$ cat config.mk
export PLATFORM = sky130hd
export DESIGN_NAME = alu_arbiter
export DESIGN_NICKNAME = d
export VERILOG_FILES = /design/src/rtl/alu_arbiter.sv
export SDC_FILE = /design/constraint.sdc
export NUM_CORES = 1
export LEC_CHECK = 0
export ABC_AREA = 1
export CAP_MARGIN = 30
export CORE_ASPECT_RATIO = 0.8
export CORE_MARGIN = 3
export CORE_UTILIZATION = 43
export DETAILED_ROUTE_END_ITERATION = 8
export GPL_TIMING_DRIVEN = 0
export HOLD_SLACK_MARGIN = 0.03
export PLACE_DENSITY = 0.94
export SLEW_MARGIN = 20
export SYNTH_ARGS = -nofsm -noshare
export SYNTH_HDL_FRONTEND = slang
export SYNTH_SLANG_ARGS = --single-unit
export TNS_END_PERCENT = 10
$ cat constraint.sdc
create_clock -name clk -period 3.2 [get_ports clk]
set_input_delay 0.32 -clock clk [delete_from_list [all_inputs] [get_ports clk]]
set_output_delay 0.32 -clock clk [all_outputs]
set_load 0.005 [all_outputs]
$ cat src/rtl/alu_arbiter.sv
// Two-requester front end for one shared combinational ALU: round-robin grant, one op in flight, result held until consumed.
// Accept at edge N, result registered at N+1, response valid from N+2; requesters stalled (ready low) until the response handshake.
module alu_arbiter #(
  parameter int unsigned FIRST_PRIO = 0
) (
  input  logic        clk,
  input  logic        reset,
  input  logic        req0_valid,
  input  logic [31:0] req0_a,
  input  logic [31:0] req0_b,
  input  logic [3:0]  req0_op,
  output logic        req0_ready,
  input  logic        req1_valid,
  input  logic [31:0] req1_a,
  input  logic [31:0] req1_b,
  input  logic [3:0]  req1_op,
  output logic        req1_ready,
  output logic        rsp0_valid,
  output logic [31:0] rsp0_result,
  output logic        rsp0_zero,
  output logic        rsp0_err,
  input  logic        rsp0_ready,
  output logic        rsp1_valid,
  output logic [31:0] rsp1_result,
  output logic        rsp1_zero,
  output logic        rsp1_err,
  input  logic        rsp1_ready,
  output logic [31:0] alu_srca,
  output logic [31:0] alu_srcb,
  output logic [3:0]  alu_op,
  input  logic [31:0] alu_result,
  input  logic        alu_zero,
  output logic        busy
);

  localparam logic [3:0] OP_AND = 4'b0000;
  localparam logic [3:0] OP_OR  = 4'b0001;
  localparam logic [3:0] OP_ADD = 4'b0010;
  localparam logic [3:0] OP_XOR = 4'b0011;
  localparam logic [3:0] OP_SUB = 4'b0110;
  localparam logic [3:0] OP_SLT = 4'b0111;
  localparam logic [3:0] OP_NOR = 4'b1100;

  // Last-grant reset value is the opposite of FIRST_PRIO so FIRST_PRIO wins the first tie.
  localparam logic RST_LAST = (FIRST_PRIO == 0) ? 1'b1 : 1'b0;

  typedef enum logic [1:0] {
    S_IDLE = 2'd0,
    S_EXEC = 2'd1,
    S_RESP = 2'd2
  } state_t;

  typedef struct packed {
    logic [31:0] a;
    logic [31:0] b;
    logic [3:0]  op;
  } opnd_t;

  typedef struct packed {
    logic [31:0] result;
    logic        zero;
    logic        err;
  } rsp_t;

  state_t r_state;
  state_t w_next_state;
  opnd_t  r_opnd;
  rsp_t   r_rsp;
  logic   r_gid;
  logic   r_last;

  logic   w_pick0;
  logic   w_pick1;
  logic   w_accept;
  logic   w_rsp_hs;
  logic   w_op_ok;
  logic   w_in_resp;
  opnd_t  w_req0;
  opnd_t  w_req1;

  assign w_req0 = '{a: req0_a, b: req0_b, op: req0_op};
  assign w_req1 = '{a: req1_a, b: req1_b, op: req1_op};

  // A tie goes to whichever requester was not granted last.
  assign w_pick0  = req0_valid && (!req1_valid || r_last);
  assign w_pick1  = req1_valid && (!req0_valid || !r_last);
  assign w_accept = (r_state == S_IDLE) && (w_pick0 || w_pick1);
  assign w_rsp_hs = r_gid ? rsp1_ready : rsp0_ready;

  always_comb begin
    w_op_ok = 1'b0;
    case (r_opnd.op)
      OP_ADD, OP_SUB, OP_AND, OP_OR,
      OP_NOR, OP_XOR, OP_SLT: w_op_ok = 1'b1;
      default:                w_op_ok = 1'b0;
    endcase
  end

  always_comb begin
    w_next_state = r_state;
    req0_ready   = 1'b0;
    req1_ready   = 1'b0;
    case (r_state)
      S_IDLE: begin
        req0_ready = w_pick0 && !reset;
        req1_ready = w_pick1 && !reset;
        if (w_pick0 || w_pick1) begin
          w_next_state = S_EXEC;
        end
      end
      S_EXEC: begin
        w_next_state = S_RESP;
      end
      S_RESP: begin
        if (w_rsp_hs) begin
          w_next_state = S_IDLE;
        end
      end
      default: begin
        w_next_state = S_IDLE;
      end
    endcase
  end

  always_ff @(posedge clk) begin
    if (reset) begin
      r_state <= S_IDLE;
      r_opnd  <= '{a: 32'd0, b: 32'd0, op: OP_ADD};
      r_rsp   <= '0;
      r_gid   <= 1'b0;
      r_last  <= RST_LAST;
    end else begin
      r_state <= w_next_state;
      if (w_accept) begin
        r_opnd <= w_pick1 ? w_req1 : w_req0;
        r_gid  <= w_pick1;
        r_last <= w_pick1;
      end
      // Unsupported ops never expose the ALU output.
      if (r_state == S_EXEC) begin
        if (w_op_ok) begin
          r_rsp <= '{result: alu_result, zero: alu_zero, err: 1'b0};
        end else begin
          r_rsp <= '{result: 32'd0, zero: 1'b0, err: 1'b1};
        end
      end
    end
  end

  assign alu_srca = r_opnd.a;
  assign alu_srcb = r_opnd.b;
  assign alu_op   = r_opnd.op;
  assign busy     = (r_state != S_IDLE);

  assign w_in_resp   = (r_state == S_RESP);
  assign rsp0_valid  = w_in_resp && !r_gid;
  assign rsp1_valid  = w_in_resp && r_gid;
  assign rsp0_result = rsp0_valid ? r_rsp.result : 32'd0;
  assign rsp0_zero   = rsp0_valid && r_rsp.zero;
  assign rsp0_err    = rsp0_valid && r_rsp.err;
  assign rsp1_result = rsp1_valid ? r_rsp.result : 32'd0;
  assign rsp1_zero   = rsp1_valid && r_rsp.zero;
  assign rsp1_err    = rsp1_valid && r_rsp.err;

endmodule

### Yosys cells after proc, flatten, opt, wreduce, memory -nomap -nowiden

Index checks and enable logic that the tools add are counted.

| word-level totals | value |
|---|---|
| register bits | 106 |
| input bits | 175 |
| output and inout port bits | 141 |
| logic and storage cells | 54 |

| operators by class | value |
|---|---|
| equality and inequality tests | 10 |
| mux-type cells | 11 |
| reductions and logical operators | 24 |

Operator list:

| cell | number |
|---|---|
| $mux W68 | 1 |
| $mux W32 | 2 |
| $mux W34 | 1 |
| $logic_and A1 B1 Y1 | 11 |
| $eq A4 B2 Y1 const B | 2 |
| $eq A4 B3 Y1 const B | 2 |
| $reduce_or A7 Y1 | 1 |
| $pmux W2 S3 | 1 |
| $logic_not A1 Y1 | 5 |
| $eq A4 B1 Y1 const B | 1 |
| $eq A4 B4 Y1 const B | 1 |
| $logic_not A4 Y1 | 1 |
| $mux W1 | 4 |
| $mux W2 | 2 |
| $logic_or A1 B1 Y1 | 3 |
| $eq A2 B1 Y1 const B | 1 |
| $eq A2 B2 Y1 const B | 1 |
| $logic_not A2 Y1 | 1 |
| $ne A2 B1 Y1 const B | 1 |
| $ne A2 B2 Y1 const B | 1 |
| $reduce_and A2 Y1 | 1 |
| $reduce_bool A2 Y1 | 1 |

### Depth between registers and ports, before layout

| depth | value |
|---|---|
| depth in word-level cells | 6 |
| gate-level depth with buffers | 8 |
| depth with buffers taken out | 6 |

### Least setup slack after synthesis

OpenSTA, ideal clock, no wires.

| path | value |
|---|---|
| kind | register -> output |
| from | register r_state[1] |
| to | output rsp0_result[10] |
| arrival time | 1027 ps |
| required time | 2880 ps |
| setup slack | 1853 ps |
| cell stages (with the launch flop) | 6 |
| buffers on the path | 1 |
| cells stage by stage | dfxtp_1 inv_2 nor3_1 inv_2 buf_2 nor2_1 |

| between the ends | value |
|---|---|
| cells in the longest elaborated chain, start to end | 3 |

Ends and longest elaborated chain:

| item | line | RTL |
|---|---|---|
| start: declaration | 65 | `state_t r_state;` |
| start signal: assignment | 133 | `r_state <= w_next_state;` |
| $eq A2 B2 Y1 | 155 | `assign w_in_resp = (r_state == S_RESP);` |
| $logic_and A1 B1 Y1 | 156 | `assign rsp0_valid = w_in_resp && !r_gid;` |
| net rsp0_valid | 18 | `output logic rsp0_valid,` |
| $mux W32 | 158 | `assign rsp0_result = rsp0_valid ? r_rsp.result : 32'd0;` |
| end: declaration | 19 | `output logic [31:0] rsp0_result,` |

The timed path passes the listed nets, and every way through them passes these cells.

### Worst setup path after layout

| path | value |
|---|---|
| from | register r_state[1] |
| to | output rsp1_result[5] |

| between the ends | value |
|---|---|
| cells in the longest elaborated chain, start to end | 3 |

Ends and longest elaborated chain:

| item | line | RTL |
|---|---|---|
| $eq A2 B2 Y1 | 155 |  |
| $logic_and A1 B1 Y1 | 157 | `assign rsp1_valid = w_in_resp && r_gid;` |
| $mux W32 | 161 | `assign rsp1_result = rsp1_valid ? r_rsp.result : 32'd0;` |
| end: declaration | 24 | `output logic [31:0] rsp1_result,` |

No other way between the ends.

==> summary.txt <==
Run status
  • Status: completed

Setup path
  • Crit path top cell by count: nor2_1
  • Crit path max fanout: 10
  • Crit start category: register
  • CP max-delay cell: clkdlybuf4s50_1
  • Crit path capture type: primary output
  • Critical path type: register to primary output
  • CP arrival: 2200 ps
  • Critical Path RT: 2880 ps
  • Slowest stage delay, CP: 530 ps
  • Crit-path cells: inv_2, nor2_1, nand2_1, clkbuf_1, nor2_1, clkdlybuf4s50_1

CTS
  • Max H-tree Level: 3
  • CTS tree: yes
  • Post-CTS Hold Fix Bufs: 0
  • Postcts setup bufs: 0
  • CTS Buf Count: 9
  • Clock tree buffer depth: 2
  • Clock sinks: about 110
  • # resized after CTS: 0
  • Worst-path clk slew: 70 ps
  • Root buf cell: clkbuf_16
  • Skew-Pair Late Insertion Delay: 340 ps

Logic synthesis
  • Synth area leaders: dfxtp_1 (37%), nand2_1 (20%), nor2_1 (16%)
  • Post-synth EDFFs: 0
  • Synth Net Count: roughly 1200
  • Synth Instances: 1020
  • Seq/Total Area, Yosys: 0.365
  • Synth Flop Type: dfxtp_1
  • Post-synthesis average cell area: about 5.7 sq um
  • #FFs+latches synth: 106
  • Synth area leader: dfxtp_1
  • Synth cell types: 19
  • Post-synth top area share: 0.365
  • Mapped Area: 5810 sq um
  • Ys async rst share: 0
  • Warning count from the yosys run: 0

Timing
  • Crit share post-route: 0.788
  • Worst-Margin Slew: 536 ps
  • Min Tclk post-route: between 2000 and 3000 ps
  • Hold Violations, Final: 0
  • RSZ-0062 raised after global routing: no
  • Setup tns final: 0 ps
  • Max Fclk: 0.397 GHz
  • PnR worst setup slack: 678 ps
  • Final setup violation count: 0
  • Final setup skew: around 7.0 ps
  • Hold WS: 466 ps
  • Final Max Slew Viols: 0
  • Rel. slew slack: 0.643

Placed design
  • GPL Wtd Cong: 0.866
  • Hpwl dp: 16.5 mm
  • Port bufs: 314
  • Pre-CTS setup slack: between 700 and 800 ps

Worst hold path
  • Hold Crit Class: register to register

Global route
  • First-pass GRT wire length: 32.0 mm
  • Largest net degree at the start of global routing: 18
  • Initial antenna violation count: 0
  • Grt total ovfl: 0
  • Vias in the first global route: 6506
  • GRT Overall Usage: 0.269

Layout
  • Area growth syn-to-layout: 62.9%
  • Most common cell after layout, fill and taps aside: nand2_1
  • Ratio of cells with drive above 1 in the final layout: 0.0393
  • Commonest cells after routing, fill and taps aside: nand2_1 (316), clkdlybuf4s50_1 (314), nor2_1 (240), inv_1 (140), dfxtp_1 (106)
  • Inserted Diodes: 0
  • Final nets: approximately 1500
  • Final core occ: 0.725

Power
  • Max IR drop VDD: between 0.3 and 0.4 mV
  • Leak: 0.00427 uW
  • Total power: 3840 uW
  • PwrDens: 406 nW/um^2

Die
  • Initial Utilization: 0.445
  • Core area: 13100 sq um
  • DIE AREA: 14900 sq um
  • # IOs: 316
  • Die W: 136 um
  • Die Y: 110 um
  • Row count: 37

Drt
  • Via count: 7167
  • Routed wire per std cell: about 14 um
  • Routed Antenna Nets: 0
  • Final wirelength: 20.9 mm
  • Drt first pass iters: 5
  • DRC errors left: 0
  • DR iter-0 viols: about 430
  • Via density: 4.70

Flow run
  • Max_cap viols: 0
-- synth_stat cells (2+ instances only) --
master,instances
a21oi_1,36
buf_1,5
buf_2,23
buf_4,6
clkbuf_1,32
dfxtp_1,106
inv_1,140
inv_2,3
nand2_1,316
nand2_2,2
nand3_1,104
nor2_1,240
-- final timing paths --
path | from | cells after the start | end | slack (ps)
min | r_rsp[24] | 2 | r_rsp[24] | 470
max reg2reg | alu_op[3] | 5 | r_rsp[27] | 1630
min reg2reg | r_rsp[24] | 2 | r_rsp[24] | 470
max | r_state[1] | 6 | rsp1_result[5] | 680
-- sequential cells by signal, summed over array words and instances (netlist names) --
signal    cells
alu_op        4
r_gid         1
r_rsp        34
alu_srca     32
alu_srcb     32
r_state       2
r_last        1
-- critical path, delay by kind of cell (launching register included) --
kind	cells	cell delay, ps
and+or+nand+nor	3	590
DFF	1	380
buffers and inverters	3	900
-- routing by layer --
| layer | up-vias | GRT usage | part of all wire |
|---|---|---|---|
| li1 | 3668 | - | - |
| met1 | 3210 | 0.308 | 0.38 |
| met2 | 269 | 0.494 | 0.51 |
| met3 | 20 | 0.0869 | 0.10 |
| met4 | 0 | 0.0540 | 0.014 |
| met5 | - | 0 | 0 |
-- cells by family (layout without fill, tap and decap cells) --
kind of cell           after synthesis  in the layout  share of synthesized area
AND/OR/NAND/NOR                    664            664                      0.453
buffers and inverters              210            540                      0.146
flip-flops                         106            106                      0.365
AO/OA/AOI/OAI                       40             40                     0.0360
-- layout make-up --
class                           count  area (sq um)
Clock buffer                       11           253
Sequential cell                   106          2120
Inverter                          143           537
Buffer                             67           310
Tap cell                          175           219
Fill cell                        1045          3590
Clock inverter                      5          37.5
Multi-Input combinational cell    704          2840
Timing Repair Buffer              314          3140
-- through the flow --
| step | instance area [sq um] | instances |
|---|---|---|
| floorplan | 5810 | 1020 |
| global placement | 9170 | 1509 |
| detailed placement | 9170 | 1509 |
| CTS | 9460 | 1525 |
| global route | 9460 | 1525 |
| finish | 9460 | 1525 |
-- report_power, final --
group          switching (uW)  internal (uW)  total, uW
combinational             602            615       1220
sequential               80.9           1460       1540
clock                     508            574       1080
total                    1190           2650       3840
Note: power is estimated with default switching activity, not from simulation.
